[src/rtl/operand_fetch.sv]
// Operand fetch unit: decodes the addressing mode, reads the register file
// and/or RAM, and returns the operand with a one-cycle data_valid pulse.
module operand_fetch #(
  parameter int DATA_WIDTH     = 8,
  parameter int ADDR_WIDTH     = 8,
  parameter int REG_ADDR_WIDTH = 4,
  parameter int MODE_WIDTH     = 3,
  parameter int TIMEOUT        = 16
) (
  input  logic                      clk,
  input  logic                      rst_n,
  input  logic                      req_valid,
  output logic                      req_ready,
  input  logic [MODE_WIDTH-1:0]     mode,
  input  logic [ADDR_WIDTH-1:0]     operand_in,
  output logic [REG_ADDR_WIDTH-1:0] reg_addr,
  input  logic [DATA_WIDTH-1:0]     reg_data,
  output logic                      reg_wr_en,
  output logic [DATA_WIDTH-1:0]     reg_wr_data,
  output logic                      ram_rd_en,
  output logic [ADDR_WIDTH-1:0]     ram_addr,
  input  logic [DATA_WIDTH-1:0]     ram_data,
  input  logic                      ram_rd_valid,
  output logic                      data_valid,
  output logic [DATA_WIDTH-1:0]     data_out,
  output logic                      err
);

  localparam int IDX_WIDTH = ADDR_WIDTH - REG_ADDR_WIDTH;
  localparam int CNT_WIDTH = $clog2(TIMEOUT + 1);
  localparam logic [CNT_WIDTH-1:0] CNT_LAST = CNT_WIDTH'(TIMEOUT - 1);

  localparam logic [MODE_WIDTH-1:0] M_IMM   = MODE_WIDTH'(0);
  localparam logic [MODE_WIDTH-1:0] M_DIR   = MODE_WIDTH'(1);
  localparam logic [MODE_WIDTH-1:0] M_INDIR = MODE_WIDTH'(2);
  localparam logic [MODE_WIDTH-1:0] M_REG   = MODE_WIDTH'(3);
  localparam logic [MODE_WIDTH-1:0] M_IDX   = MODE_WIDTH'(4);
  localparam logic [MODE_WIDTH-1:0] M_INDPI = MODE_WIDTH'(5);

  typedef enum logic [2:0] {
    S_IDLE,
    S_REG_RD,
    S_RAM_RD,
    S_RAM_WAIT,
    S_DONE
  } state_t;

  state_t                    r_state;
  state_t                    w_next;
  logic [MODE_WIDTH-1:0]     r_mode;
  logic [IDX_WIDTH-1:0]      r_idx;
  logic [REG_ADDR_WIDTH-1:0] r_reg_addr;
  logic [ADDR_WIDTH-1:0]     r_ram_addr;
  logic [DATA_WIDTH-1:0]     r_data_out;
  logic                      r_err;
  logic [CNT_WIDTH-1:0]      r_wait_cnt;

  logic                      w_accept;
  logic                      w_timeout;
  logic                      w_indpi_wr;
  logic [ADDR_WIDTH-1:0]     w_idx_addr;

  assign w_accept   = req_valid && req_ready;
  assign w_timeout  = (r_wait_cnt == CNT_LAST);
  assign w_indpi_wr = rst_n && (r_state == S_REG_RD) && (r_mode == M_INDPI);
  assign w_idx_addr = reg_data[ADDR_WIDTH-1:0] + ADDR_WIDTH'(r_idx);

  always_ff @(posedge clk) begin
    if (!rst_n) r_state <= S_IDLE;
    else        r_state <= w_next;
  end

  always_comb begin
    w_next = r_state;
    case (r_state)
      S_IDLE: begin
        if (w_accept) begin
          case (mode)
            M_DIR:                         w_next = S_RAM_RD;
            M_INDIR, M_REG, M_IDX, M_INDPI: w_next = S_REG_RD;
            default:                       w_next = S_DONE;
          endcase
        end
      end
      S_REG_RD:   w_next = (r_mode == M_REG) ? S_DONE : S_RAM_RD;
      S_RAM_RD:   w_next = S_RAM_WAIT;
      S_RAM_WAIT: if (ram_rd_valid || w_timeout) w_next = S_DONE;
      S_DONE:     w_next = S_IDLE;
      default:    w_next = S_IDLE;
    endcase
  end

  // Result and address registers are loaded on the edge that enters the
  // state which consumes them, so outputs are stable for that whole state.
  always_ff @(posedge clk) begin
    if (!rst_n) begin
      r_mode     <= '0;
      r_idx      <= '0;
      r_reg_addr <= '0;
      r_ram_addr <= '0;
      r_data_out <= '0;
      r_err      <= 1'b0;
      r_wait_cnt <= '0;
    end else begin
      case (r_state)
        S_IDLE: begin
          if (w_accept) begin
            r_mode     <= mode;
            r_idx      <= operand_in[ADDR_WIDTH-1:REG_ADDR_WIDTH];
            r_reg_addr <= operand_in[REG_ADDR_WIDTH-1:0];
            case (mode)
              M_IMM: begin
                r_data_out <= DATA_WIDTH'(operand_in);
                r_err      <= 1'b0;
              end
              M_DIR: r_ram_addr <= operand_in;
              M_INDIR, M_REG, M_IDX, M_INDPI: ;
              default: begin
                r_data_out <= '0;
                r_err      <= 1'b1;
              end
            endcase
          end
        end
        S_REG_RD: begin
          if (r_mode == M_REG) begin
            r_data_out <= reg_data;
            r_err      <= 1'b0;
          end else if (r_mode == M_IDX) begin
            r_ram_addr <= w_idx_addr;
          end else begin
            r_ram_addr <= reg_data[ADDR_WIDTH-1:0];
          end
        end
        S_RAM_RD: r_wait_cnt <= '0;
        S_RAM_WAIT: begin
          if (ram_rd_valid) begin
            r_data_out <= ram_data;
            r_err      <= 1'b0;
          end else if (w_timeout) begin
            r_data_out <= '0;
            r_err      <= 1'b1;
          end else begin
            r_wait_cnt <= r_wait_cnt + CNT_WIDTH'(1);
          end
        end
        default: ;
      endcase
    end
  end

  // Strobes are gated by rst_n so an asserted reset masks them immediately.
  assign req_ready   = rst_n && (r_state == S_IDLE);
  assign data_valid  = rst_n && (r_state == S_DONE);
  assign ram_rd_en   = rst_n && (r_state == S_RAM_RD);
  assign reg_wr_en   = w_indpi_wr;
  assign reg_wr_data = w_indpi_wr ? (reg_data + DATA_WIDTH'(1)) : '0;
  assign reg_addr    = r_reg_addr;
  assign ram_addr    = r_ram_addr;
  assign data_out    = r_data_out;
  assign err         = r_err;

endmodule
[config.mk]
export PLATFORM = sky130hd
export DESIGN_NAME = operand_fetch
export DESIGN_NICKNAME = d
export VERILOG_FILES = /design/src/rtl/operand_fetch.sv
export SDC_FILE = /design/constraint.sdc
export NUM_CORES = 1
export LEC_CHECK = 0
export CORE_MARGIN = 2
export CORE_UTILIZATION = 52
export CTS_CLUSTER_DIAMETER = 200
export DETAILED_ROUTE_END_ITERATION = 8
export HOLD_SLACK_MARGIN = 0.15
export MAX_ROUTING_LAYER = met4
export PLACE_DENSITY = 0.87
export RECOVER_POWER = 50
export SLEW_MARGIN = 15
export SYNTH_ARGS = -nofsm -noshare
export SYNTH_HDL_FRONTEND = slang
export SYNTH_SLANG_ARGS = --single-unit
[constraint.sdc]
create_clock -name clk -period 5.3 [get_ports clk]
set_input_delay 1.06 -clock clk [delete_from_list [all_inputs] [get_ports clk]]
set_output_delay 1.06 -clock clk [all_outputs]
set_load 0.02 [all_outputs]
==> results of run 1 <==
## logic make-up (layout without fill, tap and decap cells)
family | count (synthesis) | in the layout | synth area share [%]
and+or+nand+nor | 135 | 135 | 30.7
xor gates and xnor gates | 10 | 10 | 3.72
muxes | 22 | 22 | 9.61
DFF | 36 | 36 | 30.6
adders and majority gates | 8 | 8 | 4.57
buffers and inverters | 25 | 80 | 4.83
AOI/OAI and AO/OA | 54 | 54 | 15.9
## area by class of cell
cell class,instances,area share [%]
multi-input combinational,229,49.4
clock inverter,1,0.245
clock buffer,7,2.81
timing repair buffer,65,21.0
sequential,36,23.5
inverter,7,0.856
tap,52,2.12
## cells in the mapped netlist, types with 2 or more instances
cell      number
a211oi_1       4
ha_1           7
a21oi_1       11
o221ai_1       4
and2_1         5
o21ai_1        2
clkbuf_1       8
mux2i_1       20
dfxtp_1       36
or3b_1         3
xnor2_1        5
o21ai_0       13
nor2b_1        5
o21bai_1       2
nand4_1        6
or3_1          2
inv_1          7
nor2_1        38
buf_2          7
nand2_1       21
o32ai_1        3
xor2_1         5
nor3_1         6
nand2b_1      13
and3_1        12
nand3_1       15
## worst max-delay path: cells and delay by family
| family | cells | cell delay [ns] |
|---|---|---|
| buffers and inverters | 3 | 1.79 |
| AND/OR/NAND/NOR | 1 | 0.30 |
## where the power goes
group	total (mW)	internal (mW)	switching [mW]
Combinational	0.201	0.0906	0.110
Sequential	0.307	0.287	0.0204
Clock	0.208	0.106	0.102
## per-stage QoR
step                utilization [%]  instances  instance area, sq um  worst slack (ns)  total power, mW
floorplan                         -        290                  2360              2.00            0.438
global placement               68.4        389                  2980              1.14            0.510
detailed placement             68.4        389                  2980              1.10            0.516
CTS                            70.6        397                  3070              1.10            0.720
global route                   70.5        397                  3070             0.997            0.748
finish                         70.5        397                  3070              1.09            0.716
## final timing paths
kind | from | end | slack, ns
setup / recovery | rst_n | req_ready | 1.09
hold reg to reg | data_out[6] | data_out[6] | 0.47
hold / removal | data_out[6] | data_out[6] | 0.47
setup reg to reg | r_wait_cnt[0] | err | 2.99
## registers in the layout, indices dropped and copies added (netlist names)
| name | cells |
|---|---|
| data_out | 8 |
| err | 1 |
| r_idx | 4 |
| r_mode | 3 |
| r_state | 3 |
| r_wait_cnt | 5 |
| ram_addr | 8 |
| reg_addr | 4 |
## layer usage
metal	track usage (%)	share of wire (%)	vias to the layer above
li1	-	-	1151
met1	35.2	42	1107
met2	45.1	49	93
met3	5.91	6.9	12
met4	10.5	1.7	0
met5	-	0	-
==> metrics.csv, run 1 <==
stage,metric,value,unit
clock_network,post-CTS setup buffers,0,
synth,Cell variety after synth,56,
synth,Area contributors post-synth,"dfxtp_1 (31%), mux2i_1 (8.5%), nor2_1 (6.1%), ha_1 (3.7%), nand2b_1 (3.5%)",
clock_network,CTS sink count,36,
floorplan,Initial Utilization,54.1,%
timing,clock skew,0.00333,ns
placement,Final HPWL DP,5220,microns
timing,Max Transition Viols Final,0,
setup_path,CP max stage cell,clkdlybuf4s50_1,
setup_path,crit path kind,primary input to primary output,
synth,cell taking the most area after synthesis,dfxtp_1,
detailed_routing,drc violations,0,
cells_and_area,register area,721,sq um
floorplan,die area,0.00509,sq mm
detailed_routing,drt via density,5.95,
clock_network,"Reg clk slew, reported paths",0.08,ns
cells_and_area,fill count,379,
detailed_routing,drt first pass iters,4,
timing,unrepaired setup endpoints after global routing,no,
power,Leak Pwr,1.31,nW
global_routing,largest net degree at the start of global routing,30,
power,maximum vdd ir drop,0.000141,V
setup_path,CP startpoint kind,primary input,
cells_and_area,Nets,383,
timing,fin crit period,4.21,ns
floorplan,core area,0.00435,sq mm
setup_path,CP cell instances,clkdlybuf4s50_1 -> buf_4 -> nor4b_4 -> clkdlybuf4s50_1,
placement,routability cong.,0.942,
global_routing,initial antenna violation count,0,
hold_path,Hold Path Depth,2,
synth,Post-synth top flop,dfxtp_1,
clock_network,Worst-Skew Late Latency,0.29,ns
synth,Yosys warnings,0,
timing,Least-Margin Pin Slew,0.964,ns
timing,Highest Clock Rate,237,MHz
floorplan,DIE HEIGHT,71.3,microns
detailed_routing,Post-DRT Antenna Nets,0,
synth,Post-synth ARST share,0,%
clock_network,hold_buf cts,0,
synth,Mapped Area,0.00236,sq mm
placement,IO buf count,63,
hold_path,Hold Crit Class,register to register,
global_routing,vias in the first global route,2283,
floorplan,Rows,24,
floorplan,io pins,64,
setup_path,crit-path max cell delay,0.78,ns
timing,Fin Hold WS,0.468,ns
setup_path,most frequent CP cell,clkdlybuf4s50_1,
timing,crit share post-route,79.5,%
run_status,status,completed,
cells_and_area,share of cells above drive strength 1,4.64,%
cells_and_area,area delta synth->final,30.2,%
synth,Yosys top cell area share,30.6,%
detailed_routing,Routed WL per cell,16.9,microns
cells_and_area,most frequent cells in the layout,"clkdlybuf4s50_1 (40), nor2_1 (38), dfxtp_1 (36)",
clock_network,post-CTS sizing,0,
cells_and_area,"most common cell after layout, fill and taps aside",clkdlybuf4s50_1,
setup_path,R2R cell count,7,
synth,synthesized net count,329,
clock_network,CTS tree,done,
clock_network,Root Buffer,clkbuf_8,
clock_network,Num CTS Buffers,5,
cells_and_area,diode count,0,
timing,Setup Viol. Count Final,0,
timing,Post-Route Setup TNS,0,ns
detailed_routing,drt total wl,6700,microns
global_routing,GRT Util Overall,28.2,%
detailed_routing,initial DRC count,131,
setup_path,arrival time at the worst endpoint,3.15,ns
synth,post-synthesis register bit count,36,
synth,Mapped Avg Cell Area,8.12,sq um
clock_network,Max clock buf depth,2,
power,power density over cell area,233,mW/mm^2
run,Max-Cap Viols,0,
clock_network,H-tree depth,2,
global_routing,GR Overflow Total,0,
global_routing,first-pass GRT wire length,11000,microns
detailed_routing,Vias,2363,
synth,Post-Synthesis Cells,290,
setup_path,CP max FO,25,
synth,Post-synth EDFFs,0,
cells_and_area,multi-input logic area,0.00152,sq mm
setup_path,CP endpoint kind,primary output,
timing,final hold viol count,0,
floorplan,Die W,71.3,microns
synth,post-synthesis sequential area ratio,30.6,%
timing,Slew headroom,35.2,%
setup_path,Critical Path RT,4.24,ns
Note: power is estimated with default switching activity, not from simulation.
==> run 2, diff against run 1 <==
CORE_UTILIZATION = 49   (was 52)
PLACE_DENSITY = 0.83   (was 0.87)
clock period = 4.1 ns   (was 5.3 ns; I/O delays follow)
==> run 2 against run 1 <==
Net effect: via count shrank 2.5%; combinational power grew 32%; power grew 26%; critical path type unchanged; largest cell class unchanged; largest power group unchanged; highest routed layer unchanged.
==> metrics.csv, run 2 (same netlist as run 1, synthesis figures left out) <==
stage,metric,value,unit,change
run_status,status,completed,,unchanged
power,Psw,292,uW,was 233 uW
timing,Least-Margin Pin Slew,0.715,ns,was 0.964 ns
power,internal power,609,uW,was 483 uW
timing,Post-Route Setup TNS,0,ns,unchanged
global_routing,grt peak-use layer,met2,,unchanged
cells_and_area,diode count,0,,unchanged
clock_network,post-CTS sizing,0,,unchanged
global_routing,GR Overflow Total,0,,unchanged
clock_network,Num CTS Buffers,5,,unchanged
timing,Highest Clock Rate,271,MHz,
clock_network,hold_buf cts,0,,unchanged
cells_and_area,register area,721,sq um,unchanged
timing,Setup Viol. Count Final,0,,unchanged
setup_path,WP buf/inv,2,,was 3
cells_and_area,share of cells above drive strength 1,4.90,%,was 4.64%
cells_and_area,most frequent cells in the layout,"clkdlybuf4s50_1 (40), nor2_1 (38), dfxtp_1 (36)",,unchanged
setup_path,critical path's top delay family,buffers and inverters,,unchanged
global_routing,GRT Util Overall,25.7,%,was 28.2%
run,Max-Cap Viols,0,,unchanged
power,clock share of power,27.6,%,was 29.1%
global_routing,vias in the first global route,2135,,was 2283
setup_path,Critical Path RT,3.28,ns,was 4.24 ns
setup_path,arrival time at the worst endpoint,2.86,ns,was 3.15 ns
global_routing,first-pass GRT wire length,10500,microns,was 11000 microns
placement,IO buf count,63,,unchanged
cells_and_area,fill count,428,,was 379
cells_and_area,multi-input logic area,0.00151,sq mm,was 0.00152 sq mm
clock_network,CTS sink count,36,,unchanged
power,Leak Pwr,1.31,nW,about the same
detailed_routing,Post-DRT Antenna Nets,0,,unchanged
detailed_routing,Vias,2304,,was 2363
timing,crit share post-route,89.8,%,
floorplan,io pins,64,,unchanged
floorplan,die area,0.00538,sq mm,was 0.00509 sq mm
timing,final hold viol count,0,,unchanged
floorplan,Die W,73.3,microns,was 71.3 microns
setup_path,CP max FO,7,,was 25
setup_path,Setup crit end,reg_wr_data[6],,was req_ready
detailed_routing,drt total wl,6340,microns,was 6700 microns
power,Final Total Pwr,901,uW,was 716 uW
global_routing,largest net degree at the start of global routing,29,,was 30
power,Logic pwr share,29.4,%,was 28.0%
setup_path,CP cell instances,clkdlybuf4s50_1 -> ha_1 -> nand2_1 -> or3_1 -> a21oi_1 -> clkdlybuf4s50_1,,was clkdlybuf4s50_1 -> buf_4 -> nor4b_4 -> clkdlybuf4s50_1
clock_network,Root Buffer,clkbuf_8,,unchanged
floorplan,Rows,25,,was 24
cells_and_area,"most common cell after layout, fill and taps aside",clkdlybuf4s50_1,,unchanged
setup_path,r2r endpoint,err,,unchanged
power,maximum vdd ir drop,0.000222,V,was 0.000141 V
clock_network,CTS tree,done,,unchanged
detailed_routing,drt via density,5.75,,was 5.95
global_routing,GR Util met2,39.0,%,was 45.1%
setup_path,CP max stage cell,clkdlybuf4s50_1,,unchanged
cells_and_area,Nets,385,,was 383
timing,unrepaired setup endpoints after global routing,no,,unchanged
cells_and_area,area delta synth->final,30.2,%,about the same
timing,clock skew,0.00905,ns,was 0.00333 ns
clock_network,Worst-Skew Late Latency,0.29,ns,about the same
clock_network,post-CTS setup buffers,0,,unchanged
setup_path,crit path kind,primary input to primary output,,unchanged
setup_path,CP startpoint kind,primary input,,unchanged
timing,fin crit period,3.68,ns,
power,power density over cell area,294,mW/mm^2,was 233 mW/mm^2
setup_path,most frequent CP cell,clkdlybuf4s50_1,,unchanged
global_routing,initial antenna violation count,0,,unchanged
floorplan,Initial Utilization,50.2,%,was 54.1%
setup_path,R2R setup slack,1.84,ns,was 2.99 ns
detailed_routing,Routed WL per cell,15.8,microns,was 16.9 microns
setup_path,crit-path max cell delay,0.63,ns,was 0.78 ns
placement,Final HPWL DP,4970,microns,was 5220 microns
clock_network,H-tree depth,2,,unchanged
setup_path,WP depth,6,,was 4
hold_path,Hold Crit Class,register to register,,unchanged
timing,Max Transition Viols Final,0,,unchanged
setup_path,CP endpoint kind,primary output,,unchanged
global_routing,met1 usage,35.9,%,was 35.2%
clock_network,Max clock buf depth,2,,unchanged
floorplan,core area,0.00469,sq mm,was 0.00435 sq mm
setup_path,R2R cell count,7,,unchanged
global_routing,met3 Track Usage GR,4.39,%,was 5.91%
floorplan,DIE HEIGHT,73.3,microns,was 71.3 microns
detailed_routing,initial DRC count,75,,was 131
timing,Slew headroom,51.7,%,was 35.2%
detailed_routing,drc violations,0,,unchanged
setup_path,reg2reg start,r_wait_cnt[0],,unchanged
power,Seq pwr share,43.0,%,was 42.9%
setup_path,Setup crit start,reg_data[0],,was rst_n
placement,routability cong.,0.935,,was 0.942
clock_network,"Reg clk slew, reported paths",0.08,ns,about the same
detailed_routing,drt first pass iters,4,,unchanged
power,sw frac,32.4,%,was 32.5%
[run 2: tightest hold or removal path, cell delays in order (launching register included)]
cell     delay (ns)
dfxtp_1        0.31
nand2_1        0.05
mux2i_1        0.05
[run 2: layout make-up]
cell class	count	share of cell area, %
sequential	36	23.5
clock inverter	1	0.286
inverter	7	0.857
clock buffer	7	2.49
tap	54	2.20
multi-input combinational	229	49.1
timing repair buffer	67	21.5
[run 2: how the worst min path moves through the flow]
stage | start | end | depth (start not counted)
2_1_floorplan | r_wait_cnt[4] | r_wait_cnt[4] | 2
4_1_cts | data_out[3] | data_out[3] | 2
3_5_place_dp | data_out[3] | data_out[3] | 2
3_3_place_gp | data_out[7] | data_out[7] | 2
5_1_grt | data_out[3] | data_out[3] | 2
6_report | data_out[3] | data_out[3] | 2
[run 2: routing by layer]
metal	wire length, microns	share of wire [%]
met5	0	0
met4	93	1.5
met3	266	4.2
met2	2940	46
met1	3040	48
[run 2: power by group through the flow]
| stage | sequential, mW | combinational, mW | clock [mW] |
|---|---|---|---|
| final | 0.388 | 0.265 | 0.248 |
| after global routing | 0.390 | 0.290 | 0.264 |
| after CTS | 0.389 | 0.272 | 0.252 |
| after detailed placement | 0.397 | 0.270 | 0 |
| after global placement | 0.396 | 0.268 | 0 |
| after floorplan | 0.405 | 0.162 | 0 |
[run 2: per-stage QoR]
stage	setup slack (ns)	hold WS, ns	cell area, sq um	utilization, %	std cells
after floorplan	1.28	0.456	2360	-	290
after global placement	0.480	0.445	3000	63.9	393
after detailed placement	0.429	0.454	3000	63.9	393
after CTS	0.423	0.465	3080	65.7	401
after global routing	0.256	0.485	3070	65.4	401
final	0.416	0.458	3070	65.4	401
